### src/rtl/util_pkg.sv
// Shared genrams helpers: ceil-log2 sizing, FIFO mode constants and the
// FIFO status flag bundle used by the controller and the top level.
package util_pkg;

    localparam int c_fifo_standard   = 0;
    localparam int c_fifo_show_ahead = 1;

    // Returns ceil(log2(n)), never less than 1 so a signal is at least one bit wide.
    function automatic int clogb2(input int n);
        int r;
        int v;
        r = 0;
        v = n - 1;
        while (v > 0) begin
            r = r + 1;
            v = v >>> 1;
        end
        if (r < 1) r = 1;
        return r;
    endfunction

    typedef struct packed {
        logic empty;
        logic full;
        logic almost_empty;
        logic almost_full;
        logic overflow;
        logic underflow;
    } fifo_flags_t;

    localparam fifo_flags_t c_flags_reset = '{
        empty:        1'b1,
        full:         1'b0,
        almost_empty: 1'b1,
        almost_full:  1'b0,
        overflow:     1'b0,
        underflow:    1'b0
    };

endpackage

### src/rtl/gc_sync_fifo_ctrl.sv
// FIFO bookkeeping: wrap-at-any-depth pointers, occupancy count, registered
// level flags and sticky overflow/underflow detection.
module gc_sync_fifo_ctrl
    import util_pkg::*;
#(
    parameter int g_size                   = 16,
    parameter int g_almost_empty_threshold = 2,
    parameter int g_almost_full_threshold  = 14
) (
    input  logic                          clk_i,
    input  logic                          rst_i,
    input  logic                          clr_i,
    input  logic                          we_i,
    input  logic                          rd_i,
    output logic                          wr_acc,
    output logic                          rd_acc,
    output logic [clogb2(g_size)-1:0]     wr_ptr,
    output logic [clogb2(g_size)-1:0]     rd_ptr,
    output logic [clogb2(g_size+1)-1:0]   count,
    output fifo_flags_t                   flags
);

    localparam int c_ptr_w = clogb2(g_size);
    localparam int c_cnt_w = clogb2(g_size + 1);

    localparam logic [c_ptr_w-1:0] c_ptr_last = c_ptr_w'(g_size - 1);
    localparam logic [c_cnt_w-1:0] c_cnt_full = c_cnt_w'(g_size);
    localparam logic [c_cnt_w-1:0] c_ae       = c_cnt_w'(g_almost_empty_threshold);
    localparam logic [c_cnt_w-1:0] c_af       = c_cnt_w'(g_almost_full_threshold);

    if (g_size < 2) begin : g_bad_size
        $error("gc_sync_fifo_ctrl: g_size must be at least 2");
    end
    if (g_almost_empty_threshold < 0 || g_almost_empty_threshold > g_size) begin : g_bad_ae
        $error("gc_sync_fifo_ctrl: almost-empty threshold outside 0..g_size");
    end
    if (g_almost_full_threshold < 0 || g_almost_full_threshold > g_size) begin : g_bad_af
        $error("gc_sync_fifo_ctrl: almost-full threshold outside 0..g_size");
    end

    logic [c_ptr_w-1:0] wr_ptr_nxt;
    logic [c_ptr_w-1:0] rd_ptr_nxt;
    logic [c_cnt_w-1:0] count_nxt;

    // A read frees a slot in the same cycle, so a full FIFO still takes a paired write.
    always_comb begin
        rd_acc     = rd_i && !flags.empty;
        wr_acc     = we_i && (!flags.full || rd_acc);
        wr_ptr_nxt = (wr_ptr == c_ptr_last) ? '0 : wr_ptr + c_ptr_w'(1);
        rd_ptr_nxt = (rd_ptr == c_ptr_last) ? '0 : rd_ptr + c_ptr_w'(1);
        count_nxt  = count;
        case ({wr_acc, rd_acc})
            2'b10:   count_nxt = count + c_cnt_w'(1);
            2'b01:   count_nxt = count - c_cnt_w'(1);
            default: count_nxt = count;
        endcase
    end

    always_ff @(posedge clk_i or posedge rst_i) begin
        if (rst_i) begin
            wr_ptr <= '0;
            rd_ptr <= '0;
            count  <= '0;
            flags  <= c_flags_reset;
        end else if (clr_i) begin
            wr_ptr <= '0;
            rd_ptr <= '0;
            count  <= '0;
            flags  <= c_flags_reset;
        end else begin
            if (wr_acc) wr_ptr <= wr_ptr_nxt;
            if (rd_acc) rd_ptr <= rd_ptr_nxt;
            count              <= count_nxt;
            flags.empty        <= (count_nxt == '0);
            flags.full         <= (count_nxt == c_cnt_full);
            flags.almost_empty <= (count_nxt <= c_ae);
            flags.almost_full  <= (count_nxt >= c_af);
            flags.overflow     <= flags.overflow  || (we_i && !wr_acc);
            flags.underflow    <= flags.underflow || (rd_i && !rd_acc);
        end
    end

endmodule

### src/rtl/gc_sync_fifo_ext.sv
// Single-clock FIFO of any depth >= 2 with standard or show-ahead read,
// programmable almost-full/empty levels, occupancy count and sticky errors.
module gc_sync_fifo_ext
    import util_pkg::*;
#(
    parameter int g_data_width             = 32,
    parameter int g_size                   = 16,
    parameter int g_show_ahead             = 0,
    parameter int g_almost_empty_threshold = 2,
    parameter int g_almost_full_threshold  = 14
) (
    input  logic                          clk_i,
    input  logic                          rst_i,
    input  logic                          clr_i,
    input  logic [g_data_width-1:0]       d_i,
    input  logic                          we_i,
    input  logic                          rd_i,
    output logic [g_data_width-1:0]       q_o,
    output logic                          empty_o,
    output logic                          full_o,
    output logic                          almost_empty_o,
    output logic                          almost_full_o,
    output logic [clogb2(g_size+1)-1:0]   count_o,
    output logic                          overflow_o,
    output logic                          underflow_o
);

    localparam int c_ptr_w = clogb2(g_size);

    if (g_show_ahead != c_fifo_standard && g_show_ahead != c_fifo_show_ahead) begin : g_bad_mode
        $error("gc_sync_fifo_ext: g_show_ahead must be 0 or 1");
    end

    // Handshake: we_i and rd_i are single-cycle requests with no stall. A write is
    // taken when not full (or when a read is taken in the same cycle), a read is
    // taken when not empty; anything else is dropped and latches overflow/underflow.
    logic               wr_acc;
    logic               rd_acc;
    logic [c_ptr_w-1:0] wr_ptr;
    logic [c_ptr_w-1:0] rd_ptr;
    fifo_flags_t        flags;

    logic [g_data_width-1:0] mem [g_size];

    gc_sync_fifo_ctrl #(
        .g_size                   (g_size),
        .g_almost_empty_threshold (g_almost_empty_threshold),
        .g_almost_full_threshold  (g_almost_full_threshold)
    ) u_ctrl (
        .clk_i  (clk_i),
        .rst_i  (rst_i),
        .clr_i  (clr_i),
        .we_i   (we_i),
        .rd_i   (rd_i),
        .wr_acc (wr_acc),
        .rd_acc (rd_acc),
        .wr_ptr (wr_ptr),
        .rd_ptr (rd_ptr),
        .count  (count_o),
        .flags  (flags)
    );

    // Storage is deliberately left out of reset so it maps onto RAM.
    always_ff @(posedge clk_i) begin
        if (wr_acc) mem[wr_ptr] <= d_i;
    end

    if (g_show_ahead == c_fifo_show_ahead) begin : g_show_ahead_path
        // Head word is driven straight from the array; forced to zero while empty.
        assign q_o = flags.empty ? '0 : mem[rd_ptr];
    end else begin : g_standard_path
        logic [g_data_width-1:0] q_reg;
        always_ff @(posedge clk_i or posedge rst_i) begin
            if (rst_i) begin
                q_reg <= '0;
            end else if (clr_i) begin
                q_reg <= '0;
            end else if (rd_acc) begin
                q_reg <= mem[rd_ptr];
            end
        end
        assign q_o = q_reg;
    end

    assign empty_o        = flags.empty;
    assign full_o         = flags.full;
    assign almost_empty_o = flags.almost_empty;
    assign almost_full_o  = flags.almost_full;
    assign overflow_o     = flags.overflow;
    assign underflow_o    = flags.underflow;

endmodule

### config.mk
export PLATFORM = sky130hd
export DESIGN_NAME = gc_sync_fifo_ext
export DESIGN_NICKNAME = d
export VERILOG_FILES = /design/src/rtl/util_pkg.sv /design/src/rtl/gc_sync_fifo_ctrl.sv /design/src/rtl/gc_sync_fifo_ext.sv
export SDC_FILE = /design/constraint.sdc
export NUM_CORES = 1
export LEC_CHECK = 0
export ABC_CLOCK_PERIOD_IN_PS = 3100
export BUFFER_PORTS_ARGS = -buffer_cell sky130_fd_sc_hd__buf_2
export CORE_MARGIN = 5
export CORE_UTILIZATION = 55
export DETAILED_ROUTE_END_ITERATION = 8
export MAX_ROUTING_LAYER = met4
export PLACE_DENSITY = 0.74
export SKIP_LAST_GASP = 1
export SLEW_MARGIN = 25
export SYNTH_ARGS = -nofsm -noshare
export SYNTH_HDL_FRONTEND = slang
export SYNTH_SLANG_ARGS = --single-unit
### constraint.sdc
create_clock -name clk_i -period 3.1 [get_ports clk_i]
set_input_delay 0.465 -clock clk_i [delete_from_list [all_inputs] [get_ports clk_i]]
set_output_delay 0.465 -clock clk_i [all_outputs]
set_load 0.01 [all_outputs]
Word level (Yosys, flattened, before mapping)

Memory sizes are Yosys's and may differ from the RTL's.
Index checks and enable logic that the tools add are counted.

Bits in read-only memories: 0
Bits in writable memories: 512
Word-level logic and storage cells: 49
Output and inout bits: 43
Memories kept: 1
Flip-flop bits (word level): 51
Bits in latches: 0
Input bits: 37

Memory list:

| name | words | width | rd ports | clocked after memory_dff | wr ports | RTL line               | source |
|---|---|---|---|---|---|---|---|
| mem  | 16    | 32    | 1        | 0                        | 1        | gc_sync_fifo_ext.sv:43 | `logic [g_data_width-1:0] mem [g_size];` |

Muxes and demuxes: 13
Multipliers: 0
Add/subtract/negate cells: 4
Order comparisons: 2
Eq/ne operators: 5
Shift-type cells: 0
Divide/modulo/power cells: 0
Bitwise operators: 0
Reduce and logical (&&, ||, !) cells: 14

Operators with widths:

| operator            | number |
|---|---|
| $mux 32             | 2 |
| $mux 4              | 6 |
| $pmux 5 s2          | 1 |
| $add 4x1->4 const B | 2 |
| $eq 4x4->1 const B  | 2 |
| $mux 6              | 1 |
| $add 5x1->5 const B | 1 |
| $eq 5x5->1 const B  | 1 |
| $ge 5x4->1 const B  | 1 |
| $le 5x2->1 const B  | 1 |
| $logic_not 5->1     | 1 |
| $mux 5              | 1 |
| $sub 5x1->5 const B | 1 |
| $logic_and 1x1->1   | 4 |
| $logic_not 1->1     | 4 |
| $reduce_bool 2->1   | 2 |
| $logic_or 1x1->1    | 3 |
| $eq 2x1->1 const B  | 1 |
| $eq 2x2->1 const B  | 1 |
| $mux 1              | 2 |

Longest topological paths before layout

Gate-level depths: netlist (run 1).

Depth in word-level cells: 8
Mapped depth: 13
Gate-level depth less buffers: 11

Modules after synthesis

From an unflattened synthesis (run 1), not the netlist that was laid out.

Cell total of the unflattened synthesis: 1322
Area, all modules: 22213.8 µm²

Modules (own cells, without submodules):

| module            | area an instance (µm²) | cells an instance | times used |
|---|---|---|---|
| gc_sync_fifo_ext  | 21179.1                | 1217              | 1 |
| gc_sync_fifo_ctrl | 1034.7                 | 105               | 1 |

Worst setup path before layout (run 1)

OpenSTA, ideal clock, no wires.

Path type: input -> register
Start: input port rd_i
End: register, netlist name u_ctrl.flags[4]
Buffers on the path: 2
Arrival time: 2.526 ns
Setup time: 0.095 ns
Required time: 3.005 ns
Slack: 0.479 ns
Stages on the path: 13
Cells stage by stage: nand2b_1 buf_2 a21boi_2 inv_2 ha_1 buf_4 xor2_1 ha_1 a21oi_1 xor2_1 o32a_1 nand2_1 nor4b_2

Cells in the longest elaborated chain, start to end: 7
Elaborated cells on any way between the ends: 8
Those cells by class: 3 x eq/ne; 2 x mux; 3 x reduce/logical

Ends and longest elaborated chain:

| element                                         | RTL line                | source |
|---|---|---|
| start, declared                                 | gc_sync_fifo_ext.sv:17  | `input logic rd_i,` |
| $logic_and 1x1->1 (*)                           | gc_sync_fifo_ctrl.sv:47 | `rd_acc = rd_i && !flags.empty;` |
| $logic_or 1x1->1                                | gc_sync_fifo_ctrl.sv:48 | `wr_acc = we_i && (!flags.full \|\| rd_acc);` |
| $logic_and 1x1->1                               | gc_sync_fifo_ctrl.sv:48 |  |
| $eq 2x1->1 / $eq 2x2->1 (equally long branches) | gc_sync_fifo_ctrl.sv:52 | `case ({wr_acc, rd_acc})` |
| $pmux 5 s2 (*)                                  | gc_sync_fifo_ctrl.sv:52 |  |
| $eq 5x5->1 (*)                                  | gc_sync_fifo_ctrl.sv:75 | `flags.full <= (count_nxt == c_cnt_full);` |
| $mux 6 (*)                                      | gc_sync_fifo_ctrl.sv:65 | `end else if (clr_i) begin` |

Mark *: on every way between the ends. The rest lies on a longest branch, timed or not.
A chain may end at the register's enable or synchronous reset.

Worst setup path after layout (run 1)

Start: register, netlist name u_ctrl.flags[5]
End: register, netlist name u_ctrl.flags[2]

Cells in the longest elaborated chain, start to end: 8
Elaborated cells on any way between the ends: 9
Those cells by class: 1 x order compare; 2 x eq/ne; 2 x mux; 4 x reduce/logical

Ends and longest elaborated chain:

| element                                         | RTL line                | source |
|---|---|---|
| $logic_not 1->1 (*)                             | gc_sync_fifo_ctrl.sv:47 |  |
| $logic_and 1x1->1 (*)                           | gc_sync_fifo_ctrl.sv:47 |  |
| $logic_or 1x1->1                                | gc_sync_fifo_ctrl.sv:48 |  |
| $logic_and 1x1->1                               | gc_sync_fifo_ctrl.sv:48 |  |
| $eq 2x1->1 / $eq 2x2->1 (equally long branches) | gc_sync_fifo_ctrl.sv:52 |  |
| $pmux 5 s2 (*)                                  | gc_sync_fifo_ctrl.sv:52 |  |
| $ge 5x4->1 (*)                                  | gc_sync_fifo_ctrl.sv:77 | `flags.almost_full <= (count_nxt >= c_af);` |
| $mux 6 (*)                                      | gc_sync_fifo_ctrl.sv:65 |  |

Marks and branches as above.

==> out/metrics.csv, run 1 <==
metric;value;unit
status;finished, final reports clean;
sw frac;0.2258;
FF+latch count, synth;563;
Worst Hold Class;in2async;
Slew @ Worst Pin;0.8092;ns
Fmax;0.3638;GHz
Fillers;2559;
count leader, synth;edfxtp_1;
vias in the first global route;10850;
first-pass GRT wire length;69320;um
per-cell routed wire length;26.99;um
Sequential Power Share;0.516;
io pins;80;
Post CTS Setup Buffer Count;0;
Area Overhead vs Synth;14.06;%
Slew headroom;0.4606;
top cell type by total area after synthesis;edfxtp_1;
clk_skew;0.02607;ns
final setup margin;0.3511;ns
Port Buffers;79;
Final ANT Viol Nets;0;
synth unique cells;46;
RSZ-0062 raised after global routing;false;
fraction of layout cells with a size suffix above 1;0.3102;
prevailing post-synth register cell;edfxtp_1;
async set-reset flop share out of synthesis;0.09059;
H-tree levels;2;
switching power;3795;uW
clk_lat worst skew;0.61;ns
clock root cell;clkbuf_16;
hpwl dp;26070;um
Final nets;1155;
CTS Buffer Depth;3;
worst-path cell chain;nand2b_2 -> a21boi_2 -> inv_2 -> ha_1 -> xor2_1 -> ha_1 -> a21oi_1 -> xor2_1 -> nor2_1 -> xnor2_1 -> o32ai_1;
via/cell ratio;6.148;
area of the multi-input gates;4687;sq um
total CTS buffers;55;
antenna violations before repair;3;
Syn Nets;1033;
DIE HEIGHT;208.5;um
WS Path Type;reg2reg;
synthesis warning total;0;
Pleak;0.007994;uW
core area;38830;sq um
combinational share of power;0.103;
Mapped Area;21670;sq um
post-route setup TNS;0;ns
clock slew at the register clock pins of the worst setup and hold paths;0.06;ns
vias;10300;
Synth Instances;988;
GRT overflow;0;
peak supply drop;0.5074;mV
synth top area cells;edfxtp_1 71%, mux4_2 13%, dfrtp_1 5.7%, mux2i_1 3.0%, o221ai_1 1.3%;
post-synth top area share;0.7094;
CTS tree;done;
Hold Vio Cnt, Final;0;
CP Data Required Time;3.58;ns
Post-synth EDFFs;512;
area post-placement;22980;sq um
DIE AREA;43480;sq um
pin count of the biggest net entering global routing;43;
Initial Utilization;0.5582;
Worst path max stage delay;0.54;ns
PD cells;679.8;nW/um^2
endpoints failing setup;0;
Period minus WS final;2.749;ns
DR DRC count;0;
total area of sequential cells;16660;sq um
initial drt markers;997;
GRT Overall Usage;0.2183;
Num Clock Sinks;563;
Core Rows;72;
Post-synth top cells;512 x edfxtp_1, 128 x mux4_2, 65 x mux2i_1;
sequential fraction of the synthesis area;0.7684;
pre-CTS WS;0.2058;ns
Worst EP arrival;3.23;ns
element type at the critical path end;flop;
final period utilization;0.8867;
critical path fanouts, max;10;
Die X;208.5;um
internal power;13010;uW
Syn Area/Cell;21.94;sq um
RD Place Congestion;0.7720;
Pins Over Slew Limit;0;
cell area after layout;24720;sq um
share of total power in the clock network;0.381;
Max-cap violations;0;
final WL;45200;um
DRT Pass-1 Iters;5;
crit start category;flop;
Worst path slowest cell;dfstp_2;
[registers in the layout, summed over array words and instances (netlist names)]
| signal | count |
|---|---|
| mem | 512 |
| u_ctrl.flags | 6 |
| u_ctrl.wr_ptr | 4 |
| u_ctrl.rd_ptr | 4 |
| u_ctrl.count | 5 |
| q_o | 32 |
[metrics by stage]
stage | util | instances | hold WS (ns) | total power (uW)
after floorplan | - | 988 | 0.5241 | 10010
after global placement | 0.5920 | 1571 | 0.4680 | 10540
final | 0.6367 | 1675 | 0.02440 | 16810
after global routing | 0.6367 | 1675 | 0.08128 | 17430
after CTS | 0.6364 | 1672 | 0.02830 | 16950
after detailed placement | 0.5920 | 1571 | 0.4719 | 10580
[power groups by stage]
stage | sequential, uW | combinational (uW) | clock (uW)
2_1_floorplan | 8780 | 1230 | 0
3_3_place_gp | 8820 | 1720 | 0
3_5_place_dp | 8830 | 1750 | 0
4_1_cts | 8670 | 1760 | 6520
5_1_grt | 8690 | 1890 | 6860
6_report | 8670 | 1730 | 6410
[final timing paths]
| kind | endpoint | start | cells after the start | slack (ns) |
|---|---|---|---|---|
| max in group asynchronous | q_o[2] | rst_i | 3 | 2.36 |
| max | u_ctrl.flags[2] | u_ctrl.flags[5] | 11 | 0.35 |
| min in group clk_i | u_ctrl.flags[0] | rd_i | 3 | 0.14 |
| min reg2reg | q_o[17] | q_o[17] | 2 | 0.49 |
| max reg2reg | u_ctrl.flags[2] | u_ctrl.flags[5] | 11 | 0.35 |
| min | q_o[17] | rst_i | 2 | 0.02 |
[cells by family (layout without fill, tap and decap cells)]
kind of cell	after synthesis	after routing	share of synthesized area
fa+ha+maj	8	8	0.004619
xor+xnor	9	9	0.003984
flops	563	563	0.7684
buf+inv	63	229	0.01674
mux	193	193	0.1630
other cells	0	3	0
simple gates	91	91	0.02124
compound gates	61	61	0.02200
[layout make-up]
type | instances | share of cell area
antenna | 3 | 0.0003037
timing repair buffer | 121 | 0.03887
tap | 518 | 0.02622
multi-input combinational | 362 | 0.1896
clock inverter | 24 | 0.007997
inverter | 7 | 0.001063
sequential | 563 | 0.6741
clock buffer | 77 | 0.06185
[what timing repair did]
item,CTS,global route
hold buffers,0,0
endpoints found under the setup margin,0,3
gates resized for setup,0,1
[layer usage]
layer	global-route usage	vias up	wire length [um]
met5	-	-	0
met2	0.3398	345	22440
met1	0.3072	5505	18960
met3	0.03073	82	2606
met4	0.06863	0	1196
li1	-	4366	-
[placed cells by master (no fill, tap or decap), types with 2 or more instances in the layout]
cell       netlist  routed
edfxtp_1       512     512
mux4_2         128     128
buf_2           26      79
mux2i_1         65      65
clkbuf_16        0      55
dfrtp_1         49      46
nand2_1         43      43
o221ai_1        33      33
buf_4            1      22
buf_12           0      20
clkbuf_1        15      15
nor2_1          15      14
a21oi_1         12      12
and2_2           0      12
clkinv_2         0      10
ha_1             8       8
clkinv_1         0       8
clkbuf_8         0       7
xor2_1           5       5
inv_1            5       4
o21ai_0          4       4
and4_2           0       4
diode_2          0       3
inv_2            2       3
xnor2_1          3       3
nor3b_1          3       3
bufinv_16        0       3
dfrtp_4          0       3
or3_1            2       2
and3b_1          2       2
a31oi_1          2       2
a41o_1           2       2
dfstp_2          2       2
[worst max-delay path, delay by kind of cell (launching register included)]
family,cells,cell delay (ns)
simple gates,2,0.32
xor+xnor,3,0.55
fa+ha+maj,2,0.59
buf+inv,1,0.12
compound gates,3,0.54
flops,1,0.54
No activity file was read; power rests on OpenSTA's default activity.
==> run 2, diff against run 1 <==
--- a/config.mk
+++ b/config.mk
@@ -10,8 +10,9 @@
 export CORE_MARGIN = 5
 export CORE_UTILIZATION = 55
 export DETAILED_ROUTE_END_ITERATION = 8
+export GPL_TIMING_DRIVEN = 0
 export MAX_ROUTING_LAYER = met4
-export PLACE_DENSITY = 0.74
+export PLACE_DENSITY_LB_ADDON = 0.05
 export SKIP_LAST_GASP = 1
 export SLEW_MARGIN = 25
 export SYNTH_ARGS = -nofsm -noshare
==> out/metrics.csv, run 2 (synthesis gave the netlist of run 1 again) <==
metric;value;unit;change
DR DRC count;0;;unchanged
Final Non-Filler Cells;1698;;+1.4%
WS Path Type;reg2reg;;
antenna violations before repair;2;;-1
endpoints failing setup;0;;unchanged
core area;38830;sq um;unchanged
vias;10260;;-0.40%
GRT Overall Usage;0.2300;;+0.01169
DIE HEIGHT;208.5;um;unchanged
clk_skew;0.01968;ns;-0.006382 ns
Initial Utilization;0.5582;;unchanged
commonest non-fill, non-tap cell in the layout;edfxtp_1;;
Fmax;0.3478;GHz;-4.4%
Slew @ Worst Pin;1.055;ns;+0.2457 ns
Pleak;0.008063;uW;+0.87%
Inst Count DP;1592;;+1.3%
element type at the critical path end;flop;;
H-tree levels;2;;unchanged
Die X;208.5;um;unchanged
critical path fanouts, max;10;;unchanged
CTS Buffer Depth;3;;unchanged
GRT overflow;0;;unchanged
DRT Pass-1 Iters;5;;unchanged
Pins Over Slew Limit;0;;unchanged
DIE AREA;43480;sq um;unchanged
R2R setup slack;0.22;ns;-0.13 ns
clock root cell;clkbuf_16;;
reg2reg path depth;13;;+2
Slew headroom;0.2968;;-0.1638
Power, Total;17220;uW;+2.5%
CTS tree;done;;
total CTS buffers;55;;unchanged
pin count of the biggest net entering global routing;33;;-23%
Final ANT Viol Nets;0;;unchanged
fraction of layout cells with a size suffix above 1;0.3022;;-0.008018
via/cell ratio;6.041;;-1.7%
Num Clock Sinks;563;;unchanged
max reg flops;512;;unchanged
worst hold slack;0.1347;ns;+0.1103 ns
clock slew at the register clock pins of the worst setup and hold paths;0.06;ns;about the same
vias in the first global route;10700;;-1.4%
status;finished, final reports clean;;
Final nets;1177;;+1.9%
Area Overhead vs Synth;14.17;%;about the same
clk_lat worst skew;0.60;ns;about the same
io pins;80;;unchanged
Worst Hold Class;in2reg;;
Core Rows;72;;unchanged
final period utilization;0.9276;;+0.04087
Port Buffers;79;;unchanged
worst r2r dst;u_ctrl.flags[4];;
RR Startpoint;u_ctrl.flags[5];;
Hold Vio Cnt, Final;0;;unchanged
initial drt markers;895;;-10%
Top reg by flops;mem;;
per-cell routed wire length;28.07;um;+4.0%
end point of the critical path;u_ctrl.flags[4];;
crit start category;flop;;
PD cells;695.9;nW/um^2;+2.4%
CP startpoint;u_ctrl.flags[5];;
Post CTS Setup Buffer Count;0;;unchanged
RD Place Congestion;0.7699;;-0.27%
first-pass GRT wire length;71210;um;+2.7%
CP Data Required Time;3.59;ns;about the same
peak supply drop;0.5050;mV;-0.47%
RSZ-0062 raised after global routing;false;;
Worst EP arrival;3.37;ns;+0.14 ns
hpwl dp;27260;um;+4.6%
Period minus WS final;2.876;ns;+0.1267 ns
Max-cap violations;0;;unchanged
final WL;47670;um;+5.5%
most frequent cells in the layout;512 x edfxtp_1, 128 x mux4_2, 105 x buf_2;;
run 2: changes by cell type in the layout (fill, tap and decap cells not counted), moves of 5 or more:
| cell | previous run | this run |
|---|---|---|
| buf_4 | 22 | 1 |
| buf_12 | 20 | 7 |
| and2_2 | 12 | 2 |
| clkbuf_8 | 7 | 2 |
| and2_4 | 0 | 10 |
| clkbuf_1 | 15 | 28 |
| buf_6 | 0 | 6 |
| buf_2 | 79 | 105 |
run 2: worst min path at each step:
stage | end | cells past startpoint | slack [ns] | startpoint
floorplan | q_o[0] | 2 | 0.52 | q_o[0]
detailed placement | q_o[11] | 2 | 0.48 | q_o[11]
finish | u_ctrl.flags[0] | 3 | 0.13 | rd_i
global route | u_ctrl.flags[0] | 3 | 0.18 | rd_i
global placement | q_o[12] | 2 | 0.47 | q_o[12]
CTS | u_ctrl.flags[0] | 3 | 0.11 | rd_i
run 2: routing by layer:
| layer | global-route usage | part of all wire |
|---|---|---|
| met5 | - | 0 |
| met1 | 0.3288 | 0.43 |
| met4 | 0.06070 | 0.024 |
| met3 | 0.03434 | 0.058 |
| met2 | 0.3567 | 0.49 |
run 2: power by group:
| part | leakage, uW | total (uW) | switching [uW] | internal [uW] |
|---|---|---|---|---|
| clock network | 0.000896 | 6760 | 2780 | 3990 |
| logic | 0.00185 | 1860 | 1010 | 846 |
| registers | 0.00532 | 8600 | 101 | 8500 |
| total | 0.00806 | 17200 | 3890 | 13300 |
run 2: critical path, stage by stage (launching register included):
cell and delay, ns:
dfstp_2 0.37, nand2b_1 0.12, buf_2 0.19, a21boi_4 0.29, inv_2 0.11, ha_1 0.20
buf_4 0.16, xor2_1 0.15, ha_1 0.23, a21oi_1 0.16, xor2_1 0.24, o32a_1 0.20
nand2_1 0.07, nor4b_2 0.27
run 2: final cells by class:
class,count,area [sq um]
inverter,7,28.78
timing repair buffer,87,545.5
antenna,2,5.005
sequential,563,16650
clock buffer,72,1503
buffer,56,336.6
multi-input combinational,362,4702
fill,2675,14080
clock inverter,31,322.8
tap,518,648.1
run 2: per-stage QoR:
stage               area, sq um  setup TNS, ns  worst slack (ns)  utilization
global route              24750              0           0.02977       0.6373
detailed placement        22900              0           0.04629       0.5897
global placement          22720        -224.87           -0.6100       0.5851
floorplan                 21670              0            0.4793            -
CTS                       24730              0            0.1432       0.6370
finish                    24750              0            0.2244       0.6373
run 2: repair_timing:
item	CTS	global route
hold buffers	1	0
hold endpoints to repair	26	0
endpoints found under the setup margin	0	3
gates resized for setup	0	1
